===== src/rtl/sr_input_debounce.sv =====
`default_nettype none
// ============================================================================
// Module   : sr_input_debounce
// Purpose  : Synchronises and debounces two raw active-low switch inputs
//            and drives clean registered active-low S/R for a NAND SR latch.
//            It also produces a one-cycle strobe when each output asserts.
// Option   : define SR_DEBOUNCE_INTERLOCK_EN to stop S and R from being low
//            together. When both qualify on the same edge, S takes priority.
// Revision : 1.0  initial release
// ============================================================================
module sr_input_debounce #(
  parameter int DEBOUNCE_CYCLES = 16,
  parameter int CNT_W           = 8
) (
  input  logic clk,
  input  logic rst_n,
  input  logic S_raw,
  input  logic R_raw,
  output logic S,
  output logic R,
  output logic S_fall,
  output logic R_fall
);

  // Per-channel debounce states; bit 1 set means the output is driven low
  localparam logic [1:0] c_idle_hi = 2'd0;
  localparam logic [1:0] c_chk_lo  = 2'd1;
  localparam logic [1:0] c_act_lo  = 2'd2;
  localparam logic [1:0] c_chk_hi  = 2'd3;

  localparam logic [CNT_W-1:0] c_deb    = CNT_W'(DEBOUNCE_CYCLES);
  localparam logic [CNT_W-1:0] c_deb_m1 = CNT_W'(DEBOUNCE_CYCLES - 1);

  // The counter must be able to hold DEBOUNCE_CYCLES, and DEBOUNCE_CYCLES must be at least 1
  generate
    if ((DEBOUNCE_CYCLES < 1) ||
        ((CNT_W < 31) && (DEBOUNCE_CYCLES > ((1 << CNT_W) - 1)))) begin : g_param_check
      $error("sr_input_debounce: DEBOUNCE_CYCLES must be >= 1 and fit in CNT_W bits");
    end
  endgenerate

  // Channel 0 is S, channel 1 is R
  logic [1:0]            sync1_q, sync1_d;
  logic [1:0]            sync2_q, sync2_d;
  logic [1:0][1:0]       state_q, state_d;
  logic [1:0][CNT_W-1:0] cnt_q, cnt_d;
  logic [1:0]            out_q, out_d;
  logic [1:0]            fall_q, fall_d;
  logic [1:0]            hold;

  // This function returns the next state and count for one channel.
  // A channel qualifies when this sample completes the stable run.
  // While the channel is held, the count stays at DEBOUNCE_CYCLES, so it still qualifies.
  function automatic void fsm_next(
    input  logic [1:0]       st,
    input  logic [CNT_W-1:0] cnt,
    input  logic             smp,
    input  logic             hold_low,
    output logic [1:0]       st_n,
    output logic [CNT_W-1:0] cnt_n
  );
    logic qual;
    qual  = (cnt >= c_deb_m1);
    st_n  = st;
    cnt_n = cnt;
    case (st)
      c_idle_hi, c_chk_lo: begin
        if (smp) begin
          st_n  = c_idle_hi;
          cnt_n = '0;
        end else if (!qual) begin
          st_n  = c_chk_lo;
          cnt_n = cnt + 1'b1;
        end else if (hold_low) begin
          st_n  = c_chk_lo;
          cnt_n = c_deb;
        end else begin
          st_n  = c_act_lo;
          cnt_n = '0;
        end
      end
      default: begin
        if (!smp) begin
          st_n  = c_act_lo;
          cnt_n = '0;
        end else if (!qual) begin
          st_n  = c_chk_hi;
          cnt_n = cnt + 1'b1;
        end else begin
          st_n  = c_idle_hi;
          cnt_n = '0;
        end
      end
    endcase
  endfunction

  // Two-flop synchroniser inputs
  always_comb begin
    sync1_d = {R_raw, S_raw};
    sync2_d = sync1_q;
  end

  // Next state: S is evaluated first so R can see whether S is going low on this edge
  always_comb begin
    hold = '0;
`ifdef SR_DEBOUNCE_INTERLOCK_EN
    hold[0] = ~out_q[1];
`endif
    fsm_next(state_q[0], cnt_q[0], sync2_q[0], hold[0], state_d[0], cnt_d[0]);
`ifdef SR_DEBOUNCE_INTERLOCK_EN
    hold[1] = ~out_q[0] | (state_d[0] == c_act_lo);
`endif
    fsm_next(state_q[1], cnt_q[1], sync2_q[1], hold[1], state_d[1], cnt_d[1]);
  end

  // Outputs decode from the next state; a strobe marks a 1->0 output change
  always_comb begin
    out_d[0]  = (state_d[0] == c_idle_hi) || (state_d[0] == c_chk_lo);
    out_d[1]  = (state_d[1] == c_idle_hi) || (state_d[1] == c_chk_lo);
    fall_d    = out_q & ~out_d;
  end

  // State register: reset discards all history and forces both outputs high
  always_ff @(posedge clk or negedge rst_n) begin
    if (!rst_n) begin
      sync1_q <= 2'b11;
      sync2_q <= 2'b11;
      state_q <= {c_idle_hi, c_idle_hi};
      cnt_q   <= '0;
      out_q   <= 2'b11;
      fall_q  <= 2'b00;
    end else begin
      sync1_q <= sync1_d;
      sync2_q <= sync2_d;
      state_q <= state_d;
      cnt_q   <= cnt_d;
      out_q   <= out_d;
      fall_q  <= fall_d;
    end
  end

  assign S      = out_q[0];
  assign R      = out_q[1];
  assign S_fall = fall_q[0];
  assign R_fall = fall_q[1];

endmodule
`default_nettype wire


===== config.mk =====
export PLATFORM = sky130hd
export DESIGN_NAME = sr_input_debounce
export DESIGN_NICKNAME = d
export VERILOG_FILES = /design/src/rtl/sr_input_debounce.sv
export SDC_FILE = /design/constraint.sdc
export NUM_CORES = 1
export LEC_CHECK = 0
export BUFFER_PORTS_ARGS = -buffer_cell sky130_fd_sc_hd__buf_2
export CAP_MARGIN = 40
export CORE_MARGIN = 5
export CORE_UTILIZATION = 40
export DETAILED_ROUTE_END_ITERATION = 8
export PLACE_DENSITY = 0.59
export SLEW_MARGIN = 20
export SYNTH_ARGS = -nofsm -noshare
export SYNTH_HDL_FRONTEND = slang
export SYNTH_SLANG_ARGS = --single-unit

===== constraint.sdc =====
create_clock -name clk -period 1.4 [get_ports clk]
set_input_delay 0.35 -clock clk [delete_from_list [all_inputs] [get_ports clk]]
set_output_delay 0.35 -clock clk [all_outputs]
set_load 0.05 [all_outputs]

==> impl_metrics.yaml <==
die:
  die_w_um: 59.0
  initial_utilization_pct: 42.7
  num_rows: 17
  coreArea_mm2: 0.00225
  die-height_um: 59.0
  ios: 8
  dieArea_mm2: 0.00349
yosys:
  avgSynthCellArea_um2: 14.8
  synth_xor_area_share_pct: 3.64
  syn_inst: 65
  postSynth.asyncResetShare_pct: 100
  synth-simple-area-share_pct: 11.4
  synth_cell_types: 18
  synthMostInstantiatedCell: "dfrtp_1"
  synth_top_area_share_pct: 52.0
  synth_top_family_by_area: "compound AO/OA/AOI/OAI gates"
  syn_area_um2: 962
  seq_area_frac_synth_pct: 68.4
  synth_seq_cells: 26
  synth-edff-count: 0
  synthMuxAreaShare_pct: 0
  synth_common_cells: "dfrtp_1, dfstp_2"
  synth_area_leader_cell: "dfrtp_1"
  synth_compound_area_share_pct: 12.0
  synthFlopType: "dfrtp_1"
  synth_area_leaders: "dfrtp_1, dfstp_2, nor4_4"
  yosysWarnings: 0
  synthAdderAreaFrac_pct: 2.60
clock_tree:
  cts_buffer_depth: 2
  clkLatencyLatePin_ns: 0.31
  cts_tree: "done"
  cts_sinks: 26
  htreeDepth: 1
  root_buffer: "clkbuf_4"
  cts_buffers: 3
  clkTransAtPathRegs_ns: 0.13
  post_cts_buffers: 0
setup_path:
  crit_fanout: 2
  cp.required_ns: 1.05
  cp.depth: 1
  critPathTopFamily: "flip-flops"
  worst-r2r-setup-slack_ns: 0.10
  cp-end-kind: "primary output"
  rr_startpoint: "cnt_q[15]$_DFF_PN0_"
  worstSetupPathType: "flop to primary output"
  slowest_stage: "dfstp_2"
  max_stage_delay_ns: 0.57
  cp.arrival_ns: 1.03
  reg2regPathDepth: 3
  crit_path_cell_trace: "buf_8"
  crit_buf_inv: 1
  r2r_end: "fall_q[1]$_DFF_PN0_"
  start_kind: "flop"
placement:
  dp.cells: 108
  io_buffers: 7
  gp_congestion: 0.640
  dpl.hpwl_um: 843
  dpl-instance-area_mm2: 0.00107
cells_and_area:
  area_growth_pct: 17.2
  nNetsFinal: 91
  drive_gt1_share_pct: 32.1
  design_area_mm2: 0.00113
  post-route-util_pct: 50.0
  antennaDiodeCount: 0
  final_cells: 112
detailed_routing:
  drt_pre_antenna_iters: 1
  drcViolationCount: 0
  drtAntennaViolNets: 0
  routed_wl_um: 1210
  detail_route.wl_per_cell_um: 10.8
  drt-initial-drc-count: 0
  viasPerCell: 4.71
  vias: 527
sta:
  post-route-period-util_pct: 98.5
  final-max-slew-violation-count: 0
  finalSetupTns_ns: 0
  worst_pin_slew_ns: 0.544
  holdWs_ns: -0.00421
  grt_setup_unrepaired: "yes"
  final.setup_skew_ns: 0.00158
  hold_viol: 3
  slew_headroom_pct: 63.7
  fmax_mhz: 725
  setup_viol: 0
  period_minus_slack_ns: 1.38
run_status:
  violations: "negative hold slack"
  status: "finished, violations left"
grt:
  grt_pass1_wl_um: 2110
  grt_antenna_before_repair: 0
  grt_pass1_vias: 489
  gr-total-overflow: 0
  grt_max_degree: 27
  track_usage_pct: 8.05
job:
  maxCapViolCount: 0
pwr:
  power_density_mw_per_mm2: 1130
  leakagePower_nw: 0.523
  peakVddDrop_v: 0.000658
  p_total_mw: 1.27
hold_path:
  hold_class: "input port to asynchronous set/reset pin"
-- cell type report --
cell class / count / area, um^2
Timing Repair Buffer: 8 / 62.6
Clock buffer: 4 / 36.3
Multi-Input combinational cell: 42 / 320
Fill cell: 204 / 1130
Sequential cell: 26 / 658
Tap cell: 28 / 35.0
Inverter: 4 / 15.0
-- cell usage in the layout, fill, tap and decap left out, drive strengths merged, types with 4 or more instances in the layout --
cell type	n
a31oi	4
dfrtp	20
inv	4
conb	8
buf	8
xnor2	4
clkbuf	4
dfstp	6
a311oi	4
-- state kept, by name, indices dropped and copies added (netlist names) --
signal	flops
sync2_q	2
cnt_q	16
sync1_q	2
state_q	2
fall_q	2
out_q	2
-- logic make-up (layout without fill, tap and decap cells) --
logic type | Yosys count | in the layout
flip-flops | 26 | 26
AO/OA/AOI/OAI | 14 | 14
AND/OR/NAND/NOR | 14 | 14
XOR/XNOR | 4 | 4
buffers and inverters | 4 | 16
adder cells (fa/ha/maj) | 2 | 2
other | 1 | 8
-- layer usage --
layer	part of all wire [%]	track usage [%]	vias up
met5	0	0	-
met1	48	11.4	257
met2	46	11.0	5
met3	3.5	1.96	2
met4	1.9	4.85	0
li1	-	-	263
-- what timing repair did --
action	in CTS	in global routing
hold buffers	0	0
pin swaps	0	0
endpoints found under the setup margin	2	3
gates resized for setup	4	3
-- per-stage QoR --
stage                     hold WS [ns]  worst slack [ns]
after floorplan                 0.0544             0.214
after global placement           0.345             0.144
after detailed placement         0.347             0.128
after CTS                       0.0118          0.000598
after global routing            0.0310           -0.0333
final                         -0.00421            0.0208
-- report_power, final --
part           total (mW)  internal [mW]  switching [mW]
clock network       0.366          0.159           0.207
logic              0.0996         0.0356          0.0640
registers           0.809          0.789          0.0192
total                1.27          0.984           0.290
-- worst max-delay path by stage --
| stage | from | to | slack, ns |
|---|---|---|---|
| 5_1_grt | out_q[0]$_DFF_PN1_ | S | -0.03 |
| 3_5_place_dp | cnt_q[8]$_DFF_PN0_ | fall_q[1]$_DFF_PN0_ | 0.13 |
| 4_1_cts | out_q[0]$_DFF_PN1_ | S | 0.0006 |
| 3_3_place_gp | cnt_q[8]$_DFF_PN0_ | fall_q[1]$_DFF_PN0_ | 0.14 |
| 6_report | out_q[0]$_DFF_PN1_ | S | 0.02 |
| 2_1_floorplan | cnt_q[6]$_DFF_PN0_ | fall_q[0]$_DFF_PN0_ | 0.21 |
Power figures use the tool's default switching activity.
